**config.mk**
```make
export PLATFORM = sky130hd
export DESIGN_NAME = lcd_text_ctrl
export DESIGN_NICKNAME = d
export VERILOG_FILES = /design/src/rtl/lcd_text_ctrl.sv
export SDC_FILE = /design/constraint.sdc
export NUM_CORES = 1
export LEC_CHECK = 0
export CELL_PAD_IN_SITES_DETAIL_PLACEMENT = 1
export CELL_PAD_IN_SITES_GLOBAL_PLACEMENT = 1
export CORE_MARGIN = 2
export CORE_UTILIZATION = 47
export DETAILED_ROUTE_END_ITERATION = 10
export DONT_BUFFER_PORTS = 1
export HOLD_SLACK_MARGIN = 0.12
export MAX_ROUTING_LAYER = met4
export PLACE_DENSITY_LB_ADDON = 0.1
export SYNTH_ARGS = -nofsm -noshare
export SYNTH_HDL_FRONTEND = slang
export SYNTH_SLANG_ARGS = --single-unit
```
**constraint.sdc**
```tcl
create_clock -name PixelClk -period 2.8 [get_ports PixelClk]
set_clock_uncertainty 0.2 [all_clocks]
set_input_delay 0.28 -clock PixelClk [delete_from_list [all_inputs] [get_ports PixelClk]]
set_output_delay 0.28 -clock PixelClk [all_outputs]
set_load 0.05 [all_outputs]
```
**src/rtl/lcd_text_ctrl.sv**
```systemverilog
// Text-mode DE/RGB565 LCD controller: text RAM -> font ROM -> glyph serialiser.
// Define LCD_TEXT_CURSOR_EN to add a blinking block cursor (cursor_col/cursor_row).
module lcd_text_ctrl #(
  parameter int          H_ACTIVE   = 480,
  parameter int          H_BLANK    = 51,
  parameter int          V_ACTIVE   = 272,
  parameter int          V_BLANK    = 20,
  parameter int          CHAR_W     = 8,
  parameter int          CHAR_H     = 16,
  parameter int          ADDR_W     = 13,
  parameter int          TEXT_DEPTH = 8192,
  parameter int          RAM_LAT    = 2,
  parameter logic [15:0] FG_COLOR   = 16'hFFFF,
  parameter logic [15:0] BG_COLOR   = 16'h0000,
  localparam int         ROW_W      = $clog2(CHAR_H)
) (
  input  logic                  PixelClk,
  input  logic                  rst,
  output logic                  text_rd_en,
  output logic [ADDR_W-1:0]     text_addr,
  input  logic [7:0]            text_data,
  output logic                  font_rd_en,
  output logic [8+ROW_W-1:0]    font_addr,
  input  logic [CHAR_W-1:0]     font_data,
`ifdef LCD_TEXT_CURSOR_EN
  input  logic [7:0]            cursor_col,
  input  logic [7:0]            cursor_row,
`endif
  output logic                  frame_start,
  output logic                  LCD_DE,
  output logic [4:0]            LCD_R,
  output logic [5:0]            LCD_G,
  output logic [4:0]            LCD_B
);

  localparam int H_TOTAL = H_ACTIVE + H_BLANK;
  localparam int V_TOTAL = V_ACTIVE + V_BLANK;
  localparam int COLS    = H_ACTIVE / CHAR_W;
  localparam int HW      = $clog2(H_TOTAL);
  localparam int VW      = $clog2(V_TOTAL);
  localparam int PD      = 2 * RAM_LAT;
  localparam int AW1     = ADDR_W + 1;
  localparam logic [AW1-1:0] DEPTH = AW1'(TEXT_DEPTH);

  logic [HW-1:0]     h, col;
  logic [VW-1:0]     v;
  logic [AW1-1:0]    row_base, cell_addr;
  logic              active, cell_start, in_range, fetch;
  logic [PD-1:0]     de_pipe, load_pipe, inr_pipe;
  logic [CHAR_W-1:0] shreg, bits;
  logic [15:0]       rgb;
  logic              swap, pix_on;

  always_comb begin
    col        = h / HW'(CHAR_W);
    cell_addr  = row_base + AW1'(col);
    active     = (h < HW'(H_ACTIVE)) && (v < VW'(V_ACTIVE));
    cell_start = (h % HW'(CHAR_W)) == '0;
    in_range   = cell_addr < DEPTH;
    fetch      = active && cell_start && in_range;
  end

  // Reads and frame_start are decoded straight from the counters, so they are
  // gated by rst to stay quiet while the counters sit at their reset position.
  assign text_rd_en  = fetch & ~rst;
  assign text_addr   = cell_addr[ADDR_W-1:0];
  assign frame_start = ~rst & (h == '0) & (v == '0);
  assign font_rd_en  = load_pipe[RAM_LAT-1];
  assign font_addr   = font_rd_en ? {text_data, v[ROW_W-1:0]} : '0;

  always_ff @(posedge PixelClk) begin
    if (rst) begin
      h        <= '0;
      v        <= '0;
      row_base <= '0;
    end else if (h == HW'(H_TOTAL - 1)) begin
      h <= '0;
      if (v == VW'(V_TOTAL - 1)) begin
        v        <= '0;
        row_base <= '0;
      end else begin
        v <= v + 1'b1;
        if (v[ROW_W-1:0] == ROW_W'(CHAR_H - 1))
          row_base <= row_base + AW1'(COLS);
      end
    end else begin
      h <= h + 1'b1;
    end
  end

  // Per-pixel tags travel alongside the two memory latencies so the glyph row
  // and its pixel position arrive at the serialiser together.
  always_ff @(posedge PixelClk) begin
    if (rst) begin
      de_pipe   <= '0;
      load_pipe <= '0;
      inr_pipe  <= '0;
    end else begin
      de_pipe   <= {de_pipe[PD-2:0], active};
      load_pipe <= {load_pipe[PD-2:0], fetch};
      inr_pipe  <= {inr_pipe[PD-2:0], in_range};
    end
  end

`ifdef LCD_TEXT_CURSOR_EN
  logic [4:0]    blink;
  logic [PD-1:0] cur_pipe;
  logic          cur_hit;

  assign cur_hit = (8'(col) == cursor_col) && (8'(v / VW'(CHAR_H)) == cursor_row);

  // Advancing on the last counter position means the count changes on the
  // same edge that raises frame_start, so frame N shows count N.
  always_ff @(posedge PixelClk) begin
    if (rst) begin
      blink    <= '0;
      cur_pipe <= '0;
    end else begin
      if (h == HW'(H_TOTAL - 1) && v == VW'(V_TOTAL - 1))
        blink <= blink + 1'b1;
      cur_pipe <= {cur_pipe[PD-2:0], cur_hit};
    end
  end

  assign swap = blink[4] & cur_pipe[PD-1];
`else
  assign swap = 1'b0;
`endif

  // The first pixel of a cell bypasses the shift register straight from font_data.
  always_comb begin
    bits   = load_pipe[PD-1] ? font_data : shreg;
    pix_on = (bits[CHAR_W-1] & inr_pipe[PD-1]) ^ swap;
  end

  always_ff @(posedge PixelClk) begin
    if (rst) begin
      shreg  <= '0;
      LCD_DE <= 1'b0;
      rgb    <= '0;
    end else begin
      shreg  <= bits << 1;
      LCD_DE <= de_pipe[PD-1];
      rgb    <= de_pipe[PD-1] ? (pix_on ? FG_COLOR : BG_COLOR) : '0;
    end
  end

  assign LCD_R = rgb[15:11];
  assign LCD_G = rgb[10:5];
  assign LCD_B = rgb[4:0];

endmodule
```
### After elaboration in Yosys (flattened, before gate mapping)

Index checks and enable logic that the tools add are counted.

| operators by class | value |
|---|---|
| $add $sub $neg | 4 |
| order comparisons | 3 |
| equality and inequality tests | 3 |
| mux-type cells | 6 |
| bitwise gates (word level) | 6 |
| reductions and logical operators | 10 |

Operators by type and width:

| operator | count |
|---|---|
| 14-bit two-way mux | 2 |
| 10-bit logical NOT | 2 |
| 16-bit two-way mux | 1 |
| 14-bit by 6-bit adder with 14-bit output (second input constant) | 1 |
| 14-bit by 7-bit adder with 14-bit output | 1 |
| 14-bit less-than comparator (second input constant) | 1 |
| 12-bit two-way mux | 1 |
| 10-bit by 1-bit adder with 10-bit output (second input constant) | 1 |
| 10-bit equality test (second input constant) | 1 |
| 10-bit by 9-bit less-than comparator with 1-bit output (second input constant) | 1 |
| 9-bit by 1-bit adder with 9-bit output (second input constant) | 1 |
| 9-bit equality test (second input constant) | 1 |
| 9-bit logical NOT | 1 |
| 9-bit less-than comparator (second input constant) | 1 |
| 9-bit two-way mux | 1 |
| 8-bit two-way mux | 1 |
| 1-bit AND | 4 |
| 4-bit equality test (second input constant) | 1 |
| 2-bit OR reduction | 2 |
| 1-bit logical AND | 3 |
| 1-bit NOT | 2 |
| 2-bit AND reduction | 1 |
| 2-bit nonzero test | 1 |

| word-level totals | value |
|---|---|
| flip-flop bits (word level) | 70 |
| input bits | 18 |
| output and inout bits | 45 |
| word-level logic and storage cells | 42 |

### Depth between registers and ports, before layout

| depth | value |
|---|---|
| depth in word-level cells | 5 |
| depth in mapped cells | 8 |

### Worst setup path before layout

OpenSTA, ideal clock, no wires.

| timing path | value |
|---|---|
| path type | reg-to-output |
| start point | reg h[6] |
| end point | out text_addr[9] |
| data arrival time | 3.039 ns |
| required time | 2.320 ns |
| setup slack | -0.719 ns |
| stages on the path, launching flop included | 6 |
| buffers on the path | 0 |
| path through | dfxtp_1 ha_1 a211oi_1 o21bai_1 nand2_1 o311ai_0 |

| between the ends | value |
|---|---|
| cells in the longest elaborated chain, start to end | 1 |

Ends and longest elaborated chain:

| what | RTL line | source |
|---|---|---|
| start, declared | 45 | `logic [HW-1:0] h, col;` |
| start signal, assigned | 87 | `h <= h + 1'b1;` |
| 14-bit by 7-bit adder with 14-bit output | 56 | `cell_addr = row_base + AW1'(col);` |
| end, declared | 20 | `output logic [ADDR_W-1:0] text_addr,` |

No other way between the ends.

### Worst setup path after layout

| timing path | value |
|---|---|
| start point | reg v[4] |
| end point | out text_rd_en |

| between the ends | value |
|---|---|
| cells in the longest elaborated chain, start to end | 5 |

Ends and longest elaborated chain:

| what | RTL line | source |
|---|---|---|
| start, declared | 46 | `logic [VW-1:0] v;` |
| start signal, assigned | 82 | `v <= v + 1'b1;` |
| 9-bit less-than comparator | 57 | `active = (h < HW'(H_ACTIVE)) && (v < VW'(V_ACTIVE));` |
| 1-bit logical AND | 57 |  |
| 1-bit logical AND (2 in series) | 60 | `fetch = active && cell_start && in_range;` |
| 1-bit AND | 65 | `assign text_rd_en = fetch & ~rst;` |
| end, declared | 19 | `output logic text_rd_en,` |

No other way between the ends.

==> impl_metrics.toml <==
[outcome]
status = "finished clean"

[sta]
tightestPinTransition_ps = 935
finalCriticalPeriod_ps = 2680
slew-limit-headroom = 0.376
max_freq_mhz = 373
hold_viol_final = 0
setup_viol = 0
fin_ws_ps = 118
period_share = 0.958
rsz0062_at_grt = "false"
slew_violations = 0

[pwr]
p_leak_nw = 1.26
max-vdd-ir-drop_v = 0.000204
power_density_nw_per_um2 = 402

[synth]
synthAdderAreaFrac = 0.0509
yosysWarnings = 0
synthMuxAreaShare = 0.0310
syn_inst = 348
synth_compound_area_frac = 0.147
synth_top_family_by_area = "simple AND/OR/NAND/NOR gates"
synth_most_common_cell = "dfxtp_1"
synthTopCellsByArea = "dfxtp_1, ha_1, buf_4"
syn-cell-area_um2 = 2950
synth-seq-cells = 52
synth-main-ff-cell = "dfxtp_1"
synthXorXnorAreaFrac = 0.0505
synth-seq-area-share = 0.353
avgSynthCellArea_um2 = 8.47
synthesis.nets = 378
synthTopCellsByCount = "dfxtp_1, nor2_1, a21oi_1"
synth_area_leader_cell = "dfxtp_1"
async_reset_ff_frac = 0
ys_types = 49
synth-edff-count = 0
yosys.area.top_type_share = 0.353
synth_simple_gate_area_frac = 0.279

[setup_path]
required_ps = 2320
slowest_delay_ps = 550
worstSetupEndpointType = "output port"
path_cells = "or4_4 > a21bo_1 > or3_1 > nor3_4 > buf_6"
path_class = "reg -> out"
cpLargestDelayFamily = "simple AND/OR/NAND/NOR gates"
start_kind = "flop"
cp.buffers_inverters = 1
arrival_ps = 2200
path_max_fanout = 7
slowest_stage = "or4_4"

[grt]
grt_start_max_net_pins = 27
grt_pass1_vias = 2430
overflow = 0
grt_usage = 0.211
antenna_found_initial = 0
grt_pass1_wl_um = 11900

[min_path]
hold_path_class = "in -> reg"

[placed_design]
port_buffers = 0
gp_congestion = 0.755
dp_hpwl_um = 4910
dp_slack_ps = 327
placed_area_um2 = 3040

[drt]
routed_wl_um = 7010
ant_nets = 0
viasPerCell = 5.77
wl_per_cell_um = 16.4
dr.pass1.iters = 4
drc = 0
drt-initial-drc-count = 112
dr_total_vias = 2468

[clock_tree]
cts.clk_slew.worst_paths_ps = 100
cts_tree = "yes"
cts_sinks = 52
htreeDepth = 2
clockBufferDepth = 2
clk-insertion-delay-late_ps = 310
cts_made_buffers = 5
cts-root-buf = "clkbuf_8"

[die]
die_area_um2 = 6920
core_area_um2 = 5990
die_w_um = 83.2
initial_core_util = 0.492
chipHeight_um = 83.2
num_rows = 28
io-pin-count = 63

[cells_and_area]
antenna_cells = 0
drive_gt1_frac = 0.139
nFillCells = 709
design_area_um2 = 3280
area_growth_pct = 11.3
nNetsFinal = 382

[run]
drv_cap = 0
==> through the flow <==
step | hold WS (ps) | instances | util | setup TNS (ps) | total power, mW
after global routing | 207 | 428 | 0.548 | 0 | 1.38
after CTS | 179 | 428 | 0.543 | 0 | 1.34
after detailed placement | 155 | 409 | 0.507 | 0 | 0.869
after global placement | 153 | 409 | 0.507 | 0 | 0.867
final | 181 | 428 | 0.548 | 0 | 1.32
after floorplan | 214 | 348 | - | -224 | 0.855
==> path summary, 6_finish.rpt <==
path / from / end / slack (ps) / cells after the start
min reg2reg: load_pipe[0]$_SDFF_PP0_ / load_pipe[1]$_SDFF_PP0_ / 250 / 1
min: rst / h[1]$_SDFF_PP0_ / 180 / 2
max: v[4]$_SDFFE_PP0P_ / text_rd_en / 120 / 5
max reg2reg: h[0]$_SDFF_PP0_ / v[1]$_SDFFE_PP0P_ / 480 / 7
==> kinds of logic (layout without fill, tap and decap cells) <==
kind of cell	count (synthesis)	after routing
adders and majority gates	12	12
AOI/OAI and AO/OA	69	69
muxes	9	9
buffers and inverters	48	53
DFF	52	52
and+or+nand+nor	140	140
xor gates and xnor gates	17	17
other	1	1
==> sequential cells by signal (all words and copies together), names as in the netlist <==
name,flops
LCD_DE,1
load_pipe,4
h,10
v,9
de_pipe,4
shreg,7
rgb,1
row_base,12
inr_pipe,4
==> cells in the final DEF (no fill, tap or decap), drive strengths merged, types with 9 or more instances in the layout <==
master / instances
nor2b: 12
inv: 15
dfxtp: 52
a21oi: 24
dlygate4sd3: 10
ha: 12
and2: 12
nand2: 10
nand4: 13
o21ai: 16
nor2: 31
nor3: 9
xnor2: 10
or4: 9
buf: 20
or3: 10
==> report_power, final <==
group / switching, mW / internal (mW)
Clock: 0.267 / 0.182
Combinational: 0.0694 / 0.0373
Sequential: 0.0107 / 0.751
==> layer usage <==
metal | vias up | share of wire | wire, µm | track usage
met3 | 3 | 0.030 | 213 | 0.0348
met2 | 39 | 0.50 | 3530 | 0.365
met1 | 1190 | 0.46 | 3230 | 0.269
met5 | - | 0 | 0 | -
met4 | 0 | 0.0041 | 29 | 0.0238
li1 | 1236 | - | - | -
==> cell type report <==
type	instances	area [µm²]	share of cell area
multi-input combinational	248	1700	0.519
clock inverter	3	26.3	0.00801
clock buffer	5	68.8	0.0210
sequential	52	1050	0.320
inverter	14	52.6	0.0160
timing repair buffer	31	287	0.0873
tap	75	93.8	0.0286
==> repair_timing <==
item | CTS | global route
setup buffers | 0 | 0
hold buffers | 11 | 0
setup endpoints to repair | 5 | 7
endpoints found under the hold margin | 39 | 0
resized for setup | 3 | 10
Note: power is estimated with default switching activity, not from simulation.
